<file path="src/rtl/pattern_detector.sv">
// ---------------------------------------------------------------------------
// pattern_detector
//   Serial bit-pattern detector. Bits arrive on A (sampled when en=1), are
//   shifted into a history register (newest bit in LSB) and compared against
//   a loadable pattern register (MSB = first bit received). A match produces
//   a one-cycle registered pulse on Y and bumps a saturating match counter.
//
// Ports
//   clk        in   1      rising-edge clock
//   reset      in   1      synchronous active-high reset
//   en         in   1      sample enable for A
//   A          in   1      serial input bit
//   pat_load   in   1      load pat_in into the pattern register (priority over en)
//   pat_in     in   PAT_W  new pattern, MSB first-received
//   Y          out  1      registered match pulse, one cycle after the final bit
//   match_cnt  out  CNT_W  matches since reset/load, saturating at all-ones
//   cnt_sat    out  1      high while match_cnt is all-ones
// ---------------------------------------------------------------------------
module pattern_detector #(
   parameter int               PAT_W   = 5,
   parameter logic [PAT_W-1:0] PATTERN = PAT_W'(5'b11010),
   parameter bit               OVERLAP = 1'b1,
   parameter int               CNT_W   = 8
) (
   input  logic             clk,
   input  logic             reset,
   input  logic             en,
   input  logic             A,
   input  logic             pat_load,
   input  logic [PAT_W-1:0] pat_in,
   output logic             Y,
   output logic [CNT_W-1:0] match_cnt,
   output logic             cnt_sat
);

   localparam int             FW   = $clog2(PAT_W + 1);
   localparam logic [FW-1:0]  FULL = FW'(PAT_W);

   // FILL: fewer than PAT_W valid history bits; ARMED: history fully valid.
   localparam logic [0:0] ST_FILL  = 1'b0;
   localparam logic [0:0] ST_ARMED = 1'b1;

   logic [PAT_W-1:0] pattern_q, pattern_d;
   logic [PAT_W-1:0] hist_q,    hist_d;
   logic [FW-1:0]    fill_q,    fill_d;
   logic [0:0]       state_q,   state_d;
   logic [CNT_W-1:0] cnt_q,     cnt_d;
   logic             y_q,       y_d;
   logic             sat_q,     sat_d;

   logic [PAT_W-1:0] hist_shift;
   logic [FW-1:0]    fill_inc;
   logic             hit;

   // Candidate history/fill if the current bit were consumed.
   assign hist_shift = {hist_q[PAT_W-2:0], A};
   assign fill_inc   = (state_q == ST_ARMED) ? fill_q : fill_q + FW'(1);
   assign hit        = (hist_shift == pattern_q) && (fill_inc == FULL);

   always_comb begin
      pattern_d = pattern_q;
      hist_d    = hist_q;
      fill_d    = fill_q;
      cnt_d     = cnt_q;
      y_d       = 1'b0;

      if (pat_load) begin
         // A is discarded on a load edge, even with en=1.
         pattern_d = pat_in;
         hist_d    = '0;
         fill_d    = '0;
         cnt_d     = '0;
      end else if (en) begin
         hist_d = hist_shift;
         fill_d = fill_inc;
         if (hit) begin
            y_d = 1'b1;
            if (cnt_q != {CNT_W{1'b1}})
               cnt_d = cnt_q + CNT_W'(1);
            // Non-overlapping mode: the next match needs PAT_W fresh bits.
            if (!OVERLAP)
               fill_d = '0;
         end
      end

      state_d = (fill_d == FULL) ? ST_ARMED : ST_FILL;
      sat_d   = &cnt_d;
   end

   always_ff @(posedge clk) begin
      if (reset) begin
         pattern_q <= PATTERN;
         hist_q    <= '0;
         fill_q    <= '0;
         state_q   <= ST_FILL;
         cnt_q     <= '0;
         y_q       <= 1'b0;
         sat_q     <= 1'b0;
      end else begin
         pattern_q <= pattern_d;
         hist_q    <= hist_d;
         fill_q    <= fill_d;
         state_q   <= state_d;
         cnt_q     <= cnt_d;
         y_q       <= y_d;
         sat_q     <= sat_d;
      end
   end

   assign Y         = y_q;
   assign match_cnt = cnt_q;
   assign cnt_sat   = sat_q;

endmodule

</file>
<file path="config.mk">
export PLATFORM = sky130hd
export DESIGN_NAME = pattern_detector
export DESIGN_NICKNAME = d
export VERILOG_FILES = /design/src/rtl/pattern_detector.sv
export SDC_FILE = /design/constraint.sdc
export NUM_CORES = 1
export LEC_CHECK = 0
export BUFFER_PORTS_ARGS = -buffer_cell sky130_fd_sc_hd__buf_2
export CAP_MARGIN = 20
export CORE_MARGIN = 2
export CORE_UTILIZATION = 53
export CTS_CLUSTER_DIAMETER = 100
export CTS_CLUSTER_SIZE = 20
export DETAILED_ROUTE_END_ITERATION = 8
export HOLD_SLACK_MARGIN = 0.05
export PLACE_DENSITY = 0.81
export SLEW_MARGIN = 20
export SYNTH_ARGS = -nofsm -noshare
export SYNTH_HDL_FRONTEND = slang
export SYNTH_SLANG_ARGS = --single-unit
</file>
<file path="constraint.sdc">
create_clock -name clk -period 1.9 [get_ports clk]
set_input_delay 0.38 -clock clk [delete_from_list [all_inputs] [get_ports clk]]
set_output_delay 0.38 -clock clk [all_outputs]
set_load 0.1 [all_outputs]
</file>
==> flow_metrics.env <==
export IMPL_cts_made_buffers=3
export IMPL_yosys_warnings=0
export IMPL_cpMaxStageDelayCell="dfxtp_2"
export IMPL_yosysSeqAreaShare=0.424
export IMPL_r2r_slack_ps=140
export IMPL_grt_pass1_vias=846
export IMPL_reg2reg_from="fill_q[0]"
export IMPL_antenna_found_initial=0
export IMPL_yosys_cell_types_count=29
export IMPL_synth_avg_cell_area_um2=9.43
export IMPL_netlist_area_mm2=0.00108
export IMPL_cp_end_kind="register"
export IMPL_rsz0062_at_grt="no"
export IMPL_required_ps=2100
export IMPL_wl_per_cell_um=11.5
export IMPL_fin_util=0.655
export IMPL_r2r_end="cnt_sat"
export IMPL_ios=20
export IMPL_grt_total_usage=0.173
export IMPL_worstPathArrival_ps=1960
export IMPL_cp_top_family="simple AND/OR/NAND/NOR gates"
export IMPL_finalCritPeriodShare=0.927
export IMPL_start_util=0.559
export IMPL_final_cell_mix="buf_2 (20), nor2_1 (16), dfxtp_1 (14)"
export IMPL_hold_ws_ps=281
export IMPL_critPathKind="reg -> reg"
export IMPL_hpwl_um=1470
export IMPL_holdBufCountCts=0
export IMPL_hold_depth=2
export IMPL_drv_slew=0
export IMPL_holdPathEnd="pattern_q[3]"
export IMPL_gp_congestion=0.829
export IMPL_drt_total_wl_um=1880
export IMPL_routed_via_density=5.31
export IMPL_fmax_mhz=568
export IMPL_relSlewSlack=0.679
export IMPL_antenna_left=0
export IMPL_setup_tns_ps=0
export IMPL_hp_start="pat_in[3]"
export IMPL_dr_pass1_iters=4
export IMPL_grt_pass1_wl_um=3360
export IMPL_grt_max_degree=17
export IMPL_vias=866
export IMPL_fin_total_pwr_uw=768
export IMPL_rows=16
export IMPL_leakage_nw=0.532
export IMPL_drc=0
export IMPL_cts_tree="done"
export IMPL_peakVddDrop_mv=0.464
export IMPL_max_cap_viol_count=0
export IMPL_syn_nets=127
export IMPL_r2r_cells=8
export IMPL_dp_slack_ps=17.5
export IMPL_layout_commonest_cell="buf_2"
export IMPL_antenna_cells=0
export IMPL_power_density_mw_per_mm2=603
export IMPL_cts_root_buf="clkbuf_4"
export IMPL_nNetsFinal=149
export IMPL_finClkSkew_ps=4.19
export IMPL_min_delay_path_class="in -> reg"
export IMPL_core_mm2=0.00194
export IMPL_die_h_um=49.2
export IMPL_die_x_um=49.2
export IMPL_outcome="completed"
export IMPL_first_iter_violations=4
export IMPL_setup_viol=0
export IMPL_syn_inst=115
export IMPL_critPathMaxFanout=5
export IMPL_htree_levels=1
export IMPL_path_cells="ha_2 > nor2b_4 > xnor2_2 > nor4_4 > buf_6 > and4b_1 > a21oi_1 > and3_1"
export IMPL_post_cts_buffers=0
export IMPL_hold_viol_final=0
export IMPL_period_minus_slack_ps=1760
export IMPL_worst_path_buf_inv=1
export IMPL_finalWorstSetupSlack_ps=138
export IMPL_cts_sinks=23
export IMPL_io_buffer_count=19
export IMPL_start_kind="register"
export IMPL_clock_latency_ps=290
export IMPL_synth_seq_cells=23
export IMPL_die_area_mm2=0.00242
export IMPL_grt_overflow_total=0
export IMPL_area_growth_pct=17.3
export IMPL_layout_drive_gt1_share=0.316
export IMPL_cts_max_path_buffers=2
export IMPL_worst_pin_slew_ps=486
export IMPL_clkTransAtPathRegs_ps=120
export IMPL_cpPeakStageDelay_ps=340
[timing repair]
action                                  CTS  global route
endpoints found under the hold margin     0             0
endpoints found under the setup margin    0             5
resized for setup                         0             6
[through the flow]
stage          cell area (µm²)  instances
2_1_floorplan             1100        115
3_3_place_gp              1220        158
3_5_place_dp              1220        158
4_1_cts                   1240        162
5_1_grt                   1270        163
6_report                  1270        163
[power by group]
part	internal, mW	switching [mW]
Sequential	0.489	0.00666
Combinational	0.0298	0.0301
Clock	0.0816	0.131
[sequential cells by signal (all words and copies together), names as in the netlist]
name       count
Y              1
cnt_sat        1
fill_q         3
hist_q         4
match_cnt      8
pattern_q      5
state_q        1
[final cells by class]
cell class	count	area, µm²
multi-input cells	85	606
flip-flops and latches	23	477
inverters	1	3.75
fillers	176	669
repair buffers	23	126
well taps	27	33.8
clock buffers	4	26.3
[metal layers]
layer / up-vias / wire length [µm] / global-route usage
met5: - / 0 / 0
met4: 0 / 8 / 0.0619
met3: 2 / 55 / 0.0368
met2: 12 / 1000 / 0.315
met1: 414 / 812 / 0.196
li1: 438 / - / -
[cell usage after synthesis, drive strengths merged]
cell    count  area, µm²
a211o       3       26.3
nand4       4       25.0
xor2        7       61.3
or2         1       6.26
dfxtp      23        460
clkbuf      3       11.3
nand3       4       20.0
a21oi       4       23.8
xnor2       7       61.3
inv         1       3.75
nor3b       1       18.8
and3        4       25.0
nand4b      2       17.5
a211oi      1       7.51
ha          2       25.0
nor2b       5       33.8
nor4        1       21.3
mux2i       7       70.1
nand2       7       26.3
a31oi       3       18.8
buf         3       21.3
and4b       1       10.0
nor2       16       60.1
and2b       1       7.51
nor3        2       10.0
and2        2       12.5
[worst max-delay path by stage]
stage                             from  endpoint  slack [ps]  cells past startpoint
final                        fill_q[0]   cnt_sat         140                      8
after CTS                    fill_q[0]   cnt_sat           1                      8
after detailed placement     fill_q[0]   cnt_sat          20                      8
after global placement       fill_q[0]   cnt_sat         100                      8
after floorplan           match_cnt[0]   cnt_sat          20                      7
after global routing         fill_q[1]   cnt_sat           5                      8
[cell families after synthesis]
logic type      Yosys count  share of synthesized area
compound gates           11                     0.0704
xor+xnor                 14                      0.113
fa+ha+maj                 2                     0.0231
buf+inv                   7                     0.0334
flops                    23                      0.424
mux                       7                     0.0646
simple gates             51                      0.271
Power figures use the tool's default switching activity.
